===== src/rtl/mem_xfer_ctrl.sv =====
// mem_xfer_ctrl: serial memory transfer sequencer.
// A command is sent as an opcode slot, three address slots (MSB first), then
// one 8-cycle byte slot per data byte. Writes are paced by a wr_valid/wr_ready
// handshake. Reads pulse the deserializer and return one byte per slot.
module mem_xfer_ctrl #(
  parameter logic [7:0] OP_READ  = 8'h03,
  parameter logic [7:0] OP_WRITE = 8'h02
) (
  input  logic        clk,
  input  logic        rst_n,
  input  logic        cmd_valid,
  output logic        cmd_ready,
  input  logic        cmd_write,
  input  logic [23:0] cmd_addr,
  input  logic [7:0]  cmd_len,
  input  logic [7:0]  wr_data,
  input  logic        wr_valid,
  output logic        wr_ready,
  output logic [7:0]  rd_data,
  output logic        rd_valid,
  output logic [7:0]  ser_data,
  output logic        ser_start,
  output logic        des_start,
  input  logic [7:0]  des_data,
  output logic        cs_n,
  output logic        busy,
  output logic        done
);

  typedef enum logic [2:0] {IDLE, CMD, ADDR, WDATA, RDATA, DONE} state_t;

  state_t      state_q, state_d;
  logic [2:0]  slot_q;
  logic [1:0]  addr_idx_q;
  logic        is_write_q;
  logic [23:0] addr_q;
  logic [8:0]  remain_q;
  logic [7:0]  wbyte_q;
  logic [7:0]  rd_data_q;
  logic        rd_valid_q;

  logic slot_start, slot_end, accept, wr_xfer, slot_hold;

  assign slot_start = (slot_q == 3'd0);
  assign slot_end   = (slot_q == 3'd7);
  assign accept     = cmd_valid && (state_q == IDLE);
  assign wr_xfer    = (state_q == WDATA) && slot_start && wr_valid;
  assign slot_hold  = (state_q == WDATA) && slot_start && !wr_valid;

  assign rd_data  = rd_data_q;
  assign rd_valid = rd_valid_q;

  // State register; reset drops any transaction in flight straight back to IDLE.
  always_ff @(posedge clk or negedge rst_n) begin
    if (!rst_n) state_q <= IDLE;
    else        state_q <= state_d;
  end

  // Next-state and per-state outputs; the serial byte is decoded from state so it stays stable for a whole slot.
  always_comb begin
    state_d   = state_q;
    cmd_ready = 1'b0;
    wr_ready  = 1'b0;
    ser_start = 1'b0;
    des_start = 1'b0;
    ser_data  = 8'h00;
    cs_n      = 1'b1;
    busy      = 1'b1;
    done      = 1'b0;
    case (state_q)
      IDLE: begin
        cmd_ready = 1'b1;
        busy      = 1'b0;
        if (cmd_valid) state_d = CMD;
      end
      CMD: begin
        cs_n      = 1'b0;
        ser_start = slot_start;
        ser_data  = is_write_q ? OP_WRITE : OP_READ;
        if (slot_end) state_d = ADDR;
      end
      ADDR: begin
        cs_n      = 1'b0;
        ser_start = slot_start;
        case (addr_idx_q)
          2'd0:    ser_data = addr_q[23:16];
          2'd1:    ser_data = addr_q[15:8];
          default: ser_data = addr_q[7:0];
        endcase
        if (slot_end && addr_idx_q == 2'd2) state_d = is_write_q ? WDATA : RDATA;
      end
      WDATA: begin
        cs_n = 1'b0;
        if (slot_start) begin
          wr_ready = 1'b1;
          if (wr_valid) begin
            ser_start = 1'b1;
            ser_data  = wr_data;
          end
        end else begin
          ser_data = wbyte_q;
        end
        if (slot_end && remain_q == 9'd0) state_d = DONE;
      end
      RDATA: begin
        cs_n      = 1'b0;
        des_start = slot_start;
        if (slot_end && remain_q == 9'd0) state_d = DONE;
      end
      DONE: begin
        done    = 1'b1;
        state_d = IDLE;
      end
      default: state_d = IDLE;
    endcase
  end

  // Slot timing, latched command fields, byte countdown and read-data capture.
  always_ff @(posedge clk or negedge rst_n) begin
    if (!rst_n) begin
      slot_q     <= 3'd0;
      addr_idx_q <= 2'd0;
      is_write_q <= 1'b0;
      addr_q     <= 24'd0;
      remain_q   <= 9'd0;
      wbyte_q    <= 8'd0;
      rd_data_q  <= 8'd0;
      rd_valid_q <= 1'b0;
    end else begin
      rd_valid_q <= 1'b0;
      case (state_q)
        IDLE: begin
          slot_q     <= 3'd0;
          addr_idx_q <= 2'd0;
          if (accept) begin
            is_write_q <= cmd_write;
            addr_q     <= cmd_addr;
            remain_q   <= (cmd_len == 8'd0) ? 9'd256 : {1'b0, cmd_len};
          end
        end
        CMD: slot_q <= slot_q + 3'd1;
        ADDR: begin
          slot_q <= slot_q + 3'd1;
          if (slot_end) addr_idx_q <= addr_idx_q + 2'd1;
        end
        WDATA: begin
          if (!slot_hold) slot_q <= slot_q + 3'd1;
          if (wr_xfer) begin
            wbyte_q  <= wr_data;
            remain_q <= remain_q - 9'd1;
          end
        end
        RDATA: begin
          slot_q <= slot_q + 3'd1;
          if (slot_start) remain_q <= remain_q - 9'd1;
          if (slot_end) begin
            rd_data_q  <= des_data;
            rd_valid_q <= 1'b1;
          end
        end
        DONE: slot_q <= 3'd0;
        default: slot_q <= 3'd0;
      endcase
    end
  end

endmodule

===== config.mk =====
export PLATFORM = sky130hd
export DESIGN_NAME = mem_xfer_ctrl
export DESIGN_NICKNAME = d
export VERILOG_FILES = /design/src/rtl/mem_xfer_ctrl.sv
export SDC_FILE = /design/constraint.sdc
export NUM_CORES = 1
export LEC_CHECK = 0
export ABC_AREA = 0
export CAP_MARGIN = 20
export CORE_MARGIN = 5
export CORE_UTILIZATION = 45
export CTS_BUF_LIST = sky130_fd_sc_hd__clkbuf_4 sky130_fd_sc_hd__clkbuf_8
export DETAILED_ROUTE_END_ITERATION = 10
export HOLD_SLACK_MARGIN = 0.02
export PLACE_DENSITY = 0.75
export SYNTH_ARGS = -nofsm -noshare
export SYNTH_HDL_FRONTEND = slang
export SYNTH_SLANG_ARGS = --single-unit

===== constraint.sdc =====
create_clock -name clk -period 4.25 [get_ports clk]
set_input_delay 0.6375 -clock clk [delete_from_list [all_inputs] [get_ports clk]]
set_output_delay 0.6375 -clock clk [all_outputs]
set_load 0.1 [all_outputs]

# Yosys cells after proc, flatten, opt, wreduce, memory -nomap -nowiden
# Cells that the tools add are included.
# totals
register_bits,59
word_cells,85
in_bits,53
# classes
reduce_logical,24
eq_ne,17
mux,32
n_addsub,3
# op_table
operator,count
9-bit two-way mux,4
9-bit one-hot mux with 3 select lines,1
8-bit one-hot mux with 3 select lines,1
3-bit two-way mux,6
8-bit two-way mux,2
2-bit != test (second input constant),8
8-bit one-hot mux with 2 select lines,1
1-bit two-way mux,12
3-bit one-hot mux with 4 select lines,1
3-bit == test (second input constant),3
9-bit zero test,1
9-bit by 1-bit subtractor with 9-bit output (second input constant),1
8-bit zero test,1
2-bit AND reduction,4
4-bit AND reduction,2
3-bit by 2-bit == test with 1-bit output (second input constant),2
1-bit logical AND,6
3-bit zero test,2
3-bit one-hot mux with 2 select lines,1
2-bit one-hot mux with 2 select lines,1
2-bit OR reduction,2
4-bit OR reduction,1
3-bit by 1-bit adder with 3-bit output (second input constant),1
3-bit by 1-bit == test with 1-bit output (second input constant),1
other kinds (11),11

# Logic depth before layout (Yosys ltp)
# depth
word_depth,5
ltp_mapped,9
depth_no_buf,7

# Worst setup path after synthesis
# Ideal clock, no wire load.
# synth_timing
path_type,register to output
startpoint,register state_q[2]
endpoint,output cs_n
arrival_ps,5196
slack_ps,-1584
stages_incl_launch_ff,5
path_cell_list,dfrtp_1 clkbuf_1 nor3_1 inv_1 nand2_1
# synth_between
elab_chain_cells,3
elab_cells_between_ends,6
cone_classes,eq/ne (4); mux (1); reduce/logical (1)
# synth_lines
element,line,rtl
from (decl),32,"state_t state_q, state_d;"
from (signal assigned),56,else state_q <= state_d;
3-bit by 2-bit == test with 1-bit output (tied with other cells),70,case (state_q)
4-bit OR reduction (no line) *,-,
1-bit two-way mux *,70,
to (decl),25,"output logic cs_n,"
# Mark *: on every way between the ends. The rest lies on a longest branch, timed or not.

# Worst setup path after layout
# layout_timing
startpoint,register state_q[1]
endpoint,output des_start
# layout_between
elab_chain_cells,2
# layout_lines
element,line,rtl
3-bit == test,70,
1-bit two-way mux,70,
to (decl),23,"output logic des_start,"
# No other way between the ends.

==> impl_metrics.yaml <==
timing:
  fmax_mhz: 298
  rsz0062_at_grt: "false"
  hold_viol_final: 0
  worst_slack_ns: 0.898
  finalMaxSlewViolations: 0
  final-setup-viol-count: 0
  finalCritPeriodShare_pct: 78.9
  min_period_ns: 3.35
  clock_skew_ns: 0.00762
  relSlewSlack_pct: 34.2
  tightest_slew_ns: 0.984
setup_path:
  r2r_setup_slack_ns: 1.87
  cp-end-kind: "primary output"
  worstPathRequired_ns: 3.61
  start_kind: "flop"
  crit_fanout: 17
  crit_type: "reg -> out"
  worstPathArrival_ns: 2.71
synthesis:
  syn-cell-area_um2: 2990
  synth_nets: 335
  ys_ff_latch: 59
  synth_ff_type: "dfrtp_1"
  syn_area_per_cell_um2: 10.9
  ys_seq_area_share_pct: 49.3
  synth-edff-count: 0
  postSynthCellCount: 275
  yosysUniqueCellTypes: 38
  async_reset_ff_share_pct: 100
  yosys_warnings: 0
cells_and_area:
  area_growth_syn_to_layout_pct: 34.4
  fin_nets: 409
  drive_gt1_share_pct: 23.7
  antenna_cells: 0
  final_cell_count_no_fill: 431
  final_common_cell: "clkdlybuf4s50_1"
  layout_common_cells: "clkdlybuf4s50_1, dfrtp_1, mux2_2, nand2_1, a21oi_1"
cts:
  cts_buffer_depth: 2
  clock_latency_ns: 0.34
  cts_resized: 0
  htree_levels: 3
  hold_buffers: 0
  cts_setup_buffers: 0
  numClockSinks: 59
  cts_made_buffers: 9
  clkSlewWorstSetupHoldPaths_ns: 0.07
  cts-root-buf: "clkbuf_8"
  cts_tree: "built"
detailed_routing:
  first_pass_iters: 5
  num_vias: 2384
  wl_per_cell_um: 16.6
  drc: 0
  ant_nets: 0
  routed_wl_mm: 7.16
  avgViaCountPerCell: 5.53
  drt_iter0_drc: 134
place:
  hpwl_mm: 5.25
  placed_cells: 414
  post-place-ws_ns: 1.27
  portBuffers: 76
  place.gp.congestion: 0.814
global_routing:
  grt_pass1_wl_mm: 11.8
  antenna_found_initial: 0
  grt_max_degree: 37
  track_usage_pct: 17.7
  grt_remaining_overflow: 0
  first_global_vias: 2434
floorplanning:
  coreArea_um2: 6420
  die_w_um: 91.6
  dieArea_um2: 8380
  rows: 29
  start_util_pct: 46.6
  io_pins: 77
  fp.dieH_um: 91.6
worst_hold_path:
  hold_path_class: "in -> async"
power:
  leakage_nw: 1.69
  peakVddDrop_uv: 506
  power_per_cell_area_nw_per_um2: 802
job:
  drv_cap: 0
run_status:
  status: "completed"
-- worst paths after layout --
kind | cells past startpoint | from | endpoint
worst max register to register | 7 | remain_q[0]$_DFFE_PN0P_ | state_q[0]$_DFFE_PN0P_
worst min register to register | 1 | addr_q[7]$_DFFE_PN0P_ | addr_q[7]$_DFFE_PN0P_
min in group clk | 1 | addr_q[7]$_DFFE_PN0P_ | addr_q[7]$_DFFE_PN0P_
worst min-delay path | 1 | rst_n | rd_data[4]$_DFFE_PN0P_
max in group asynchronous | 2 | rst_n | addr_q[16]$_DFFE_PN0P_
worst max-delay path | 3 | state_q[1]$_DFFE_PN0P_ | des_start
-- power by group --
part           switching [mW]  internal, mW
logic                    1.09         0.586
registers               0.200         0.807
clock network           0.222         0.317
-- sequential cells by signal (all words and copies together) (netlist names) --
register	flops
remain_q	9
addr_idx_q	2
slot_q	3
addr_q	24
rd_data	8
wbyte_q	8
is_write_q	1
rd_valid	1
state_q	3
-- metal layers --
metal	part of all wire, %	vias up	track usage [%]
met4	1.6	0	6.66
met5	0	-	0
li1	-	1154	-
met3	5.5	10	5.70
met2	51	55	28.9
met1	42	1165	21.8
-- layout make-up --
class | instances | area, um2
repair buffers | 79 | 761
fillers | 525 | 2400
flip-flops and latches | 59 | 1480
multi-input cells | 187 | 1430
well taps | 77 | 96.3
inverters | 13 | 48.8
clock buffers | 12 | 165
clock inverters | 4 | 47.5
-- cell families after synthesis --
kind of cell | after synthesis | share of synthesized area [%]
AND/OR/NAND/NOR | 66 | 11.5
AO/OA/AOI/OAI | 73 | 17.1
flip-flops | 59 | 49.3
adder cells (fa/ha/maj) | 7 | 2.93
buffers and inverters | 29 | 3.76
multiplexers | 41 | 15.4
-- stage by stage --
stage                     power [mW]  hold WS (ns)  TNS (ns)  area, um2  utilization [%]
final                           3.22         0.281         0       4020             62.6
after global routing            3.42         0.308         0       4020             62.6
after CTS                       3.25         0.282         0       4010             62.4
after detailed placement        2.70         0.497         0       3790             59.1
after global placement          2.65         0.483         0       3790             59.1
after floorplan                 2.32         0.342    -0.197       3020                -
-- worst max-delay path, stage by stage (launching register included) --
cell             delay (ns)
dfrtp_1                0.56
nor2_1                 0.45
and3_1                 0.24
clkdlybuf4s50_1        1.13
-- cells in the mapped netlist, types with 2 or more instances --
master	number	area, um2
a22oi_1	11	82.6
and3_1	3	18.8
o22ai_1	4	25.0
nand3_1	4	20.0
nor4_1	6	37.5
and2_1	3	18.8
o21ai_0	13	65.1
o211ai_1	3	22.5
a21boi_0	2	15.0
nand2b_1	2	12.5
nor2_1	6	22.5
a31o_2	2	17.5
nor2b_1	4	25.0
a221o_1	7	70.1
or2_2	2	12.5
nand2_1	23	86.3
a22o_1	2	17.5
or4b_4	2	27.5
clkbuf_1	13	48.8
buf_2	2	10.0
ha_1	7	87.6
mux2_2	41	462
inv_1	13	48.8
dfrtp_1	59	1480
nor3_1	8	40.0
a21oi_1	21	105
Note: power is estimated with default switching activity, not from simulation.
